$ cat config.mk
export PLATFORM = sky130hd
export DESIGN_NAME = gcd_host
export DESIGN_NICKNAME = d
export VERILOG_FILES = /design/src/rtl/gcd_pkg.sv /design/src/rtl/gcd_host.sv
export SDC_FILE = /design/constraint.sdc
export NUM_CORES = 1
export LEC_CHECK = 0
export BUFFER_PORTS_ARGS = -buffer_cell sky130_fd_sc_hd__buf_2
export CAP_MARGIN = 25
export CORE_MARGIN = 5
export CORE_UTILIZATION = 45
export DETAILED_ROUTE_END_ITERATION = 12
export PLACE_DENSITY = 0.86
export SLEW_MARGIN = 20
export SYNTH_ARGS = -nofsm -noshare
export SYNTH_HDL_FRONTEND = slang
export SYNTH_SLANG_ARGS = --single-unit
$ cat constraint.sdc
create_clock -name clk -period 2.35 [get_ports clk]
set_clock_uncertainty 0.15 [all_clocks]
set_input_delay 0 -clock clk [delete_from_list [all_inputs] [get_ports clk]]
set_output_delay 0 -clock clk [all_outputs]
set_load 0.01 [all_outputs]
$ cat src/rtl/gcd_pkg.sv
// Shared types and defaults for the GCD host controller: FSM state encoding,
// default widths/limits and result status codes.
package gcd_pkg;

  typedef enum logic [1:0] {
    ST_IDLE  = 2'd0,
    ST_ISSUE = 2'd1,
    ST_WAIT  = 2'd2,
    ST_RESP  = 2'd3
  } host_state_e;

  localparam int DEF_W       = 32;
  localparam int DEF_TIMEOUT = 4096;
  localparam int DEF_TW      = 13;
  localparam int DEF_CW      = 16;

  localparam logic RES_OK      = 1'b0;
  localparam logic RES_TIMEOUT = 1'b1;

endpackage

$ cat src/rtl/gcd_host.sv
// Host-side controller for the GCD engine: accepts operand pairs, launches one
// engine run per pair (or bypasses zero operands), and returns the result.
module gcd_host
  import gcd_pkg::*;
#(
  parameter int W       = DEF_W,
  parameter int TIMEOUT = DEF_TIMEOUT,
  parameter int TW      = DEF_TW,
  parameter int CW      = DEF_CW
) (
  input  logic          clk,
  input  logic          reset_n,
  input  logic [W-1:0]  op_a,
  input  logic [W-1:0]  op_b,
  input  logic          op_valid,
  output logic          op_ready,
  output logic [W-1:0]  res_data,
  output logic          res_err,
  output logic          res_valid,
  input  logic          res_ready,
  output logic [W-1:0]  gcd_a,
  output logic [W-1:0]  gcd_b,
  output logic          gcd_start,
  input  logic [W-1:0]  gcd_result,
  input  logic          gcd_done,
  output logic          busy,
  output logic [CW-1:0] txn_count
);

  localparam logic [TW-1:0] TIMER_LAST = TW'(TIMEOUT - 1);

  host_state_e   state_q, state_d;
  logic [W-1:0]  gcd_a_q, gcd_a_d;
  logic [W-1:0]  gcd_b_q, gcd_b_d;
  logic [W-1:0]  res_data_q, res_data_d;
  logic          res_err_q, res_err_d;
  logic          res_valid_q, res_valid_d;
  logic          gcd_start_q, gcd_start_d;
  logic [TW-1:0] timer_q, timer_d;
  logic [CW-1:0] txn_q, txn_d;
  logic          zero_operand;

  // The engine never terminates on a zero operand, so such pairs are answered locally.
  assign zero_operand = (op_a == '0) || (op_b == '0);

  always_comb begin
    state_d    = state_q;
    gcd_a_d    = gcd_a_q;
    gcd_b_d    = gcd_b_q;
    res_data_d = res_data_q;
    res_err_d  = res_err_q;
    timer_d    = timer_q;
    txn_d      = txn_q;

    case (state_q)
      ST_IDLE: begin
        if (op_valid) begin
          gcd_a_d = op_a;
          gcd_b_d = op_b;
          if (zero_operand) begin
            res_data_d = op_a | op_b;
            res_err_d  = RES_OK;
            state_d    = ST_RESP;
          end else begin
            state_d = ST_ISSUE;
          end
        end
      end
      ST_ISSUE: begin
        timer_d = '0;
        state_d = ST_WAIT;
      end
      ST_WAIT: begin
        timer_d = timer_q + TW'(1);
        // A done arriving on the last permitted cycle still counts as success.
        if (gcd_done) begin
          res_data_d = gcd_result;
          res_err_d  = RES_OK;
          state_d    = ST_RESP;
        end else if (timer_q == TIMER_LAST) begin
          res_data_d = '0;
          res_err_d  = RES_TIMEOUT;
          state_d    = ST_RESP;
        end
      end
      ST_RESP: begin
        if (res_ready) begin
          txn_d   = txn_q + CW'(1);
          state_d = ST_IDLE;
        end
      end
      default: state_d = ST_IDLE;
    endcase

    gcd_start_d = (state_d == ST_ISSUE);
    res_valid_d = (state_d == ST_RESP);
  end

  always_ff @(posedge clk or negedge reset_n) begin
    if (!reset_n) begin
      state_q     <= ST_IDLE;
      gcd_a_q     <= '0;
      gcd_b_q     <= '0;
      res_data_q  <= '0;
      res_err_q   <= 1'b0;
      res_valid_q <= 1'b0;
      gcd_start_q <= 1'b0;
      timer_q     <= '0;
      txn_q       <= '0;
    end else begin
      state_q     <= state_d;
      gcd_a_q     <= gcd_a_d;
      gcd_b_q     <= gcd_b_d;
      res_data_q  <= res_data_d;
      res_err_q   <= res_err_d;
      res_valid_q <= res_valid_d;
      gcd_start_q <= gcd_start_d;
      timer_q     <= timer_d;
      txn_q       <= txn_d;
    end
  end

  assign op_ready  = (state_q == ST_IDLE);
  assign busy      = (state_q != ST_IDLE);
  assign gcd_a     = gcd_a_q;
  assign gcd_b     = gcd_b_q;
  assign gcd_start = gcd_start_q;
  assign res_data  = res_data_q;
  assign res_err   = res_err_q;
  assign res_valid = res_valid_q;
  assign txn_count = txn_q;

endmodule

; ---- After elaboration in Yosys (flattened, before gate mapping)
; Cells that the tools add are included.
[classes]
n_addsub = 2
eq_ne = 9
n_mux = 17
bitwise = 1
n_reduce_logical = 10
[op_table]
columns = cell, count
row1 = $mux 32, 4
row2 = $logic_not 32->1, 2
row3 = $pmux 32 s2, 1
row4 = $or 32x32->32, 1
row5 = $pmux 13 s2, 1
row6 = $add 16x1->16 const B, 1
row7 = $add 13x1->13 const B, 1
row8 = $eq 13x12->1 const B, 1
row9 = $mux 2, 5
row10 = $pmux 2 s4, 1
row11 = $eq 2x2->1 const B, 3
row12 = $reduce_bool 2->1, 3
row13 = $eq 2x1->1 const B, 2
row14 = $mux 1, 4
row15 = $reduce_and 2->1, 2
row16 = $reduce_and 4->1, 1
row17 = $ne 3x3->1 const B, 1
row18 = $logic_not 2->1, 1
row19 = $ne 2x1->1 const B, 1
row20 = $ne 2x2->1 const B, 1
row21 = $pmux 1 s2, 1
row22 = $logic_or 1x1->1, 1
[totals]
regBits = 130
input_bits = 101
out_inout_bits = 117
elab_cells = 48

; ---- Logic depth before layout (Yosys ltp)
; Gate-level depths: netlist of the first run.
[depth]
depth_word = 6
depth_mapped = 9
depth_no_buf = 7

; ---- Worst setup path before layout of the first run
; Ideal clock, no wire load.
[synth_timing]
path_type = flip-flop to flip-flop
from = register state_q[0]
to = register res_data_q[10], in the netlist res_data[10]
setup_ps = 125
arrival_ps = 2019
required_ps = 2075
path_slack_ps = 56
path_stages_with_launch = 9
path_buffers = 2
synth_period_minus_slack_ps = 2294
path_cell_list = dfrtp_1 inv_1 ha_1 buf_4 o21ai_0 o21ai_2 a21oi_4 buf_12 mux2_4
[synth_via]
elab_chain_cells = 3
word_cells_on_any_way = 8
cone_classes = eq/ne (4) / mux (1) / reduce/logical (3)
[synth_lines]
columns = item, line_no
row1 = from (decl), gcd_host.sv:32  ; host_state_e state_q, state_d;
row2 = from (signal assigned), gcd_host.sv:111  ; state_q <= state_d;
row3 = $logic_not 2->1 (*), -
row4 = net op_ready, gcd_host.sv:16  ; output logic op_ready,
row5 = $ne 2x1->1 (no source line) (tied with other cells), -
row6 = $reduce_and 4->1 (no source line), -
row7 = to (signal assigned), gcd_host.sv:114  ; res_data_q <= res_data_d;
row8 = to (decl), gcd_host.sv:35  ; logic [W-1:0] res_data_q, res_data_d;
; The timed path passes the listed nets; every way through them passes the cells marked *.
; A chain may end at the register's enable or synchronous reset.

; ---- Final worst setup path of the first run
[layout_timing]
from = input op_b[18]
to = register res_data_q[22], in the netlist res_data[22]
[layout_via]
elab_chain_cells = 4
[layout_lines]
columns = item, line_no
row1 = from (decl), gcd_host.sv:14  ; input logic [W-1:0] op_b,
row2 = $logic_not 32->1, gcd_host.sv:44  ; assign zero_operand = (op_a == '0) || (op_b == '0);
row3 = $logic_or 1x1->1, gcd_host.sv:44
row4 = $ne 2x1->1 (no source line), -
row5 = $reduce_and 4->1 (no source line), -
; Every way passes these cells.

==> qor.txt, run 1 <==
outcome - complete, no violations
Internal - 7.15 mW
Slew @ Worst Pin - 0.604 ns
clock share of power - 24.9%
DR DRC count - 0
top post-synthesis cells by area - dfrtp_1, mux2_2, mux2_4
Synth Cell Area - 0.00599 mm^2
critical path class - in -> reg
FF/Latch Area - 0.00325 mm^2
Skew-Pair Late Insertion Delay - 0.42 ns
Synth async-reset ratio - 100%
Leak Pwr - 4.19 nW
power density over the cells - 1190 mW/mm^2
WL final - 20.5 mm
sequential fraction of the synthesis area - 54.3%
Total GRT Usage - 25.7%
crit share post-route - 96.3%
die height - 125 um
clock period minus worst slack - 2.26 ns
Post-Syn Area per Cell - 12.2 um^2
slowest stage cell on the critical path - dlygate4sd3_1
Fin Setup TNS - 0 ns
Final Setup Violations - 0
area of the multi-input gates - 0.00261 mm^2
Critical Path RT - 2.50 ns
Starting Density - 45.6%
Post-synth EDFFs - 0
NetSw - 3.66 mW
met2 Use GR - 45.0%
P&R area growth vs syn - 51.5%
top-area cell type share of the netlist area - 54.3%
CP startpoint kind - input port
delay of the slowest critical-path stage - 0.55 ns
Yosys cell types - 45
area leader, netlist - dfrtp_1
root buffer cell - clkbuf_16
Core Util, Final - 69.0%
hpwl dp - 12.5 mm
worst rel slew slack - 59.4%
fraction of layout cells with a size suffix above 1 - 45.9%
Hold Path Class - in -> async
Setup crit end kind - register
CTS sink count - 130
width of the die - 125 um
ys flop type - dfrtp_1
synth warn - 0
Num CTS Buffers - 17
largest net degree at the start of global routing - 67
H-tree Lvls - 4
Vias - 5501
CP arrival - 2.41 ns
Fill cells - 898
drt initial violations - 381
register bit total from synthesis - 130
Syn Nets - 599
Routed Antenna Nets - 0
vias in the first global route - 5809
GR Util met1 - 29.0%
via/cell ratio - 5.39
sequential share of power - 33.9%
Total Power - 10.8 mW
IO Pins - 218
Hold Violations, Final - 0
max-slew violation count - 0
TritonRoute pass-1 iters - 7
GP Congestion - 0.874
# port buffers - 217
DR WL/cell - 20.1 um
VDD IR-drop max - 0.751 mV
FP Rows - 42
cell count after synthesis - 492
Sw Share - 33.9%
setup repair after global routing missed its margin - false
CTS tree - built
met3 Usage GRT - 7.51%
grt peak-use layer - met2
clock transition at the registers of the reported paths - 0.06 ns
Gate power share - 41.1%
global-route wire length before repair - 31.6 mm
fmax - 442 MHz
Bufs on Longest Clock Path - 2
CP max FO - 11
Finished Cell Area - 0.00907 mm^2
CP cell instances - dlygate4sd3_1 > buf_2 > nor4_2 > buf_4 > nand4_1 > o22a_2 > a21oi_4 > buf_12 > mux2_4
full die area - 0.0157 mm^2
initial antenna violation count - 1
core area - 0.0131 mm^2
Post-DP Area - 0.00731 mm^2
grt total ovfl - 0
NumNets Final - 937
max cap viols - 0
-- per-layer routing --
metal	part of all wire [%]	routed length (um)	up-vias
met5	0	0	-
li1	-	-	2408
met4	3.9	809	0
met2	52	10600	286
met1	38	7710	2737
met3	6.8	1390	70
-- flip-flops by register name, summed over array words and instances (netlist names) --
register and count:
gcd_start 1, txn_count 16, res_data 32, gcd_a 32
gcd_b 32, state_q 2, res_valid 1, timer_q 13
res_err 1
-- Yosys cell counts (all sizes together) (6+ instances only) --
cell / n
buf: 10
clkbuf: 10
dfrtp: 130
ha: 6
inv: 8
mux2: 97
nand2: 48
nand3: 12
nand4: 13
nor2: 47
nor4: 18
o21ai: 39
xnor2: 12
xor2: 10
-- worst paths after layout --
check,startpoint,to,slack [ns],cells after the start
max,op_b[18],res_data[22],0.09,9
min,reset_n,res_data[27],0.01,3
max reg2reg,state_q[0],res_data[22],0.12,8
min reg2reg,txn_count[15],txn_count[15],0.32,1
max in group asynchronous,reset_n,gcd_a[8],1.69,3
min in group clk,op_b[29],res_err,0.15,5
-- power by group through the flow --
| stage | clock (mW) | sequential, mW | combinational, mW |
|---|---|---|---|
| final | 2.70 | 3.67 | 4.45 |
| after CTS | 2.70 | 3.64 | 4.26 |
| after global placement | 0 | 3.60 | 4.00 |
| after global routing | 2.81 | 3.76 | 4.76 |
| after detailed placement | 0 | 3.65 | 4.12 |
| after floorplan | 0 | 4.04 | 2.13 |
-- logic make-up after synthesis --
family | count (synthesis) | share of synthesized area [%]
adders and majority gates | 6 | 1.25
AOI/OAI and AO/OA | 56 | 5.60
buffers and inverters | 30 | 3.49
and+or+nand+nor | 150 | 11.8
xor gates and xnor gates | 22 | 3.22
DFF | 130 | 54.3
muxes | 98 | 20.3
-- critical path, delay by kind of cell --
kind	cells	cell delay (ns)
buf+inv	4	1.08
simple gates	2	0.45
mux	1	0.31
compound gates	2	0.58
-- layout make-up --
class | count | area share [%]
flip-flops and latches | 130 | 35.9
multi-input cells | 332 | 28.8
inverters | 8 | 0.331
clock inverters | 9 | 1.44
well taps | 176 | 2.43
repair buffers | 341 | 26.0
diodes | 1 | 0.0276
clock buffers | 23 | 5.16
-- layout by cell type (no fill, tap or decap), types with 3 or more instances in the layout --
cell / instances
a21oi_1: 4
a22o_1: 3
buf_12: 5
buf_2: 216
buf_4: 18
bufinv_16: 3
clkbuf_1: 4
clkbuf_16: 18
clkinv_2: 3
dfrtp_1: 130
dlygate4sd3_1: 100
ha_1: 3
inv_1: 8
mux2_2: 67
mux2_4: 30
nand2_1: 47
nand3_1: 12
nand4_1: 12
nor2_1: 47
nor3_1: 4
nor4_1: 8
nor4_2: 8
o21ai_0: 38
xnor2_1: 12
xor2_1: 10
-- what timing repair did --
item | in CTS | in global routing
resized for setup | 0 | 14
setup buffers | 0 | 2
hold buffers | 101 | 0
endpoints found under the hold margin | 237 | 0
setup endpoints to repair | 0 | 32
-- metrics by stage --
step / cells / hold WS [ns] / setup WS [ns]
after floorplan: 492 / -0.446 / 0.0556
after CTS: 1015 / 0.000301 / 0.0120
final: 1020 / 0.0138 / 0.0876
after global routing: 1020 / 0.0236 / 0.000626
after global placement: 882 / -0.218 / 0.104
after detailed placement: 882 / -0.212 / 0.0416
Note: power is estimated with default switching activity, not from simulation.
==> run 2, diff against run 1 <==
--- a/config.mk
+++ b/config.mk
@@ -10,6 +10,7 @@
 export CORE_MARGIN = 5
 export CORE_UTILIZATION = 45
 export DETAILED_ROUTE_END_ITERATION = 12
+export MAX_ROUTING_LAYER = met4
 export PLACE_DENSITY = 0.86
 export SLEW_MARGIN = 20
 export SYNTH_ARGS = -nofsm -noshare
==> qor.txt, run 2 (synthesis gave the netlist of run 1 again) <==
global-route wire length before repair - 31.7 mm
Starting Density - 45.6%
r2r endpoint - res_data[22]
met3 WL - 1.24 mm
Critical Path RT - 2.50 ns
final worst setup slack - 0.0882 ns
DR DRC count - 0
CP max FO - 11
grt total ovfl - 0
WL final - 20.5 mm
power density over the cells - 1190 mW/mm^2
Fin Setup TNS - 0 ns
Total GRT Usage - 26.6%
Total Power - 10.8 mW
CTS tree - built
Highest Signal Layer - met4
GP Congestion - 0.888
Routed Antenna Nets - 0
via/cell ratio - 5.40
fmax - 442 MHz
FP Rows - 42
Setup crit end kind - register
most common cell after layout, fill and taps aside - buf_2
Leak Pwr - 4.19 nW
drt initial violations - 349
# port buffers - 217
NumNets Final - 937
max cap viols - 0
Final Setup Violations - 0
largest net degree at the start of global routing - 67
pre-CTS setup slack - 0.0416 ns
CP startpoint kind - input port
Num CTS Buffers - 17
crit share post-route - 96.2%
TritonRoute pass-1 iters - 6
width of the die - 125 um
clock transition at the registers of the reported paths - 0.06 ns
Fill cells - 898
DR WL/cell - 20.1 um
root buffer cell - clkbuf_16
max-slew violation count - 0
setup repair after global routing missed its margin - false
clock period minus worst slack - 2.26 ns
IO Pins - 218
initial antenna violation count - 1
H-tree Lvls - 4
WL met1 - 7.85 mm
most frequent cells in the layout - buf_2, dfrtp_1, dlygate4sd3_1, mux2_2
outcome - complete, no violations
CP arrival - 2.41 ns
hpwl dp - 12.5 mm
CTS sink count - 130
P&R area growth vs syn - 51.5%
setup slack, reg-to-reg - 0.10 ns
worst hold margin - 0.0138 ns
die height - 125 um
worst rel slew slack - 61.9%
Vias - 5513
FF-to-FF path depth - 8
full die area - 0.0157 mm^2
Slew @ Worst Pin - 0.566 ns
VDD IR-drop max - 0.758 mV
Skew-Pair Late Insertion Delay - 0.42 ns
core area - 0.0131 mm^2
critical path class - in -> reg
Bufs on Longest Clock Path - 2
total length of routed met2 wires - 10.7 mm
vias in the first global route - 5786
fraction of layout cells with a size suffix above 1 - 45.9%
origin of the critical flop-to-flop path - state_q[0]
Hold Path Class - in -> async
Hold Violations, Final - 0
## run 2: timing repair
action | in CTS | in global routing
gates resized for setup | 0 | 14
hold buffers | 101 | 0
setup endpoints to repair | 0 | 31
hold endpoints to repair | 237 | 0
setup buffers | 0 | 2
## run 2: final cells by class
type	instances	area, um^2	share of cell area, %
antenna	1	2.50	0.0276
clock buffer	23	468	5.16
clock inverter	9	130	1.44
inverter	8	30.0	0.331
multi-input combinational	332	2610	28.8
sequential	130	3250	35.9
tap	176	220	2.43
timing repair buffer	341	2350	26.0
## run 2: worst max-delay path by stage
| stage | start | to | slack (ns) | depth (start not counted) |
|---|---|---|---|---|
| floorplan | state_q[0] | res_data[10] | 0.06 | 8 |
| global placement | op_b[30] | res_data[19] | 0.10 | 7 |
| detailed placement | op_b[6] | res_data[23] | 0.04 | 8 |
| CTS | op_b[31] | res_data[22] | 0.01 | 9 |
| global route | state_q[0] | res_data[0] | 0.0005 | 9 |
| finish | op_b[18] | res_data[22] | 0.09 | 9 |
## run 2: per-layer routing
layer | track usage (%) | up-vias
met5 | - | -
met4 | 11.0 | 0
met3 | 6.52 | 64
met2 | 45.4 | 299
met1 | 30.0 | 2736
li1 | - | 2414
## run 2: report_power, final
| group | total, mW | internal, mW | switching, mW |
|---|---|---|---|
| sequential | 3.67 | 3.15 | 0.522 |
| combinational | 4.46 | 2.28 | 2.18 |
| clock | 2.69 | 1.72 | 0.965 |
## run 2: worst max-delay path: stages
cell and delay (ns):
dlygate4sd3_1 0.55, buf_2 0.15, nor4_2 0.29, buf_4 0.17
nand4_1 0.15, o22a_2 0.30, a21oi_4 0.27, buf_12 0.21
mux2_4 0.31
## run 2: through the flow
stage | cell area, um^2 | util, % | instances
floorplan | 5990 | - | 492
global placement | 7310 | 55.6 | 882
detailed placement | 7310 | 55.6 | 882
CTS | 8930 | 68.0 | 1015
global route | 9070 | 69.0 | 1020
finish | 9070 | 69.0 | 1020
==> run 3, diff against run 2 <==
==> constraint.sdc (replaced) <==
create_clock -name clk -period 2.35 [get_ports clk]
set_clock_uncertainty 0.15 [all_clocks]
set_input_delay 0.47 -clock clk [delete_from_list [all_inputs] [get_ports clk]]
set_output_delay 0.47 -clock clk [all_outputs]
set_load 0.01 [all_outputs]
==> qor.txt, run 3 (synthesis gave the netlist of run 1 again) <==
P&R area growth vs syn - 41.2%
Critical Path RT - 2.49 ns
Hold Violations, Final - 0
worst hold margin - 0.00677 ns
worst rel slew slack - 53.6%
setup slack, reg-to-reg - 0.10 ns
final non-filler cell total - 975
Num CTS Buffers - 17
CP arrival - 2.45 ns
outcome - complete, no violations
CP cell instances - buf_2 > nor4_2 > buf_4 > nand4_1 > o22a_2 > a21oi_4 > buf_12 > buf_6 > mux2_2
r2r endpoint - res_data[26]
delay of the slowest critical-path stage - 0.36 ns
root buffer cell - clkbuf_16
# port buffers - 217
CP startpoint kind - input port
core area - 0.0131 mm^2
Slew @ Worst Pin - 0.697 ns
Skew-Pair Late Insertion Delay - 0.41 ns
FP Rows - 42
Leak Pwr - 4.03 nW
most frequent cells in the layout - buf_2, dfrtp_1, buf_4, mux2_2
FF-to-FF path depth - 9
Total GRT Usage - 22.4%
TritonRoute pass-1 iters - 4
Fill cells - 1040
critical path class - in -> reg
CTS tree - built
grt total ovfl - 0
full die area - 0.0157 mm^2
initial antenna violation count - 0
VDD IR-drop max - 0.713 mV
via/cell ratio - 5.15
crit share post-route - 98.2%
worst setup path start - op_a[6]
fraction of layout cells with a size suffix above 1 - 55.4%
max cap viols - 0
origin of the critical flop-to-flop path - state_q[0]
drt initial violations - 226
DR WL/cell - 17.8 um
power density over the cells - 1250 mW/mm^2
Routed Antenna Nets - 0
fmax - 433 MHz
crit path buf inv count - 4
width of the die - 125 um
die height - 125 um
Hold Buf Count CTS - 0
max-slew violation count - 0
GP Congestion - 0.907
H-tree Lvls - 4
Hold Path Class - in -> async
Bufs on Longest Clock Path - 2
CP max FO - 8
slowest stage cell on the critical path - nor4_2
Cells after DPL - 939
DR DRC count - 0
Final Setup Violations - 0
IO Pins - 218
WL final - 17.3 mm
clock transition at the registers of the reported paths - 0.06 ns
Ant. Diodes - 0
CP delay by family, top - buffers and inverters
most common cell after layout, fill and taps aside - buf_2
setup repair after global routing missed its margin - false
Vias - 5020
largest net degree at the start of global routing - 131
hpwl dp - 12.8 mm
Setup crit end kind - register
global-route wire length before repair - 27.0 mm
vias in the first global route - 5311
NumNets Final - 893
Starting Density - 45.6%
clock period minus worst slack - 2.31 ns
CTS sink count - 130
run 3: changes by cell type in the layout (fill, tap and decap cells not counted), sizes merged:
cell	before	now
diode	1	0
clkbuf	24	21
buf	240	296
dlygate4sd3	100	0
clkinvlp	1	4
inv	8	9
bufinv	3	2
run 3: metrics by stage:
step / power [mW] / setup TNS (ns) / instance area [um^2] / utilization (%) / worst slack, ns
3_3_place_gp: 7.72 / -13.41 / 7750 / 59.0 / -0.445
3_5_place_dp: 7.91 / -14.24 / 7750 / 59.0 / -0.473
2_1_floorplan: 6.17 / 0 / 5990 / - / 0.0556
4_1_cts: 10.6 / 0 / 8350 / 63.6 / 0.0317
5_1_grt: 11.2 / 0 / 8450 / 64.3 / 0.00722
6_report: 10.6 / 0 / 8450 / 64.3 / 0.0429
run 3: layer usage:
| metal | share of wire, % | vias to the layer above | track usage, % |
|---|---|---|---|
| li1 | - | 2329 | - |
| met4 | 2.6 | 0 | 7.40 |
| met3 | 5.4 | 35 | 5.97 |
| met2 | 51 | 194 | 37.0 |
| met1 | 41 | 2462 | 26.8 |
| met5 | 0 | - | - |
run 3: worst max-delay path by stage:
stage	to	slack, ns	cells past startpoint
detailed placement	res_data[31]	-0.47	8
global route	res_data[26]	0.007	9
CTS	res_data[0]	0.03	8
floorplan	res_data[10]	0.06	8
global placement	res_data[31]	-0.45	8
finish	res_data[31]	0.04	9
run 3: where the power goes:
part | leakage, nW | switching, mW | total, mW | internal [mW]
clock network | 0.278 | 0.979 | 2.60 | 1.62
logic | 2.19 | 2.08 | 4.34 | 2.26
registers | 1.56 | 0.511 | 3.66 | 3.15
run 3: final cells by class:
type / count / area, um^2 / share of cell area (%)
Inverter: 8 / 30.0 / 0.355
Tap cell: 176 / 220 / 2.61
Clock buffer: 20 / 457 / 5.40
Multi-Input combinational cell: 332 / 2570 / 30.4
Clock inverter: 12 / 131 / 1.55
Timing Repair Buffer: 297 / 1790 / 21.2
Sequential cell: 130 / 3250 / 38.5
run 3: repair_timing:
action,4_1_cts,5_1_grt
resized for setup,2,8
setup buffers,0,2
cloned,0,2
pin swaps,0,3
setup endpoints to repair,28,28
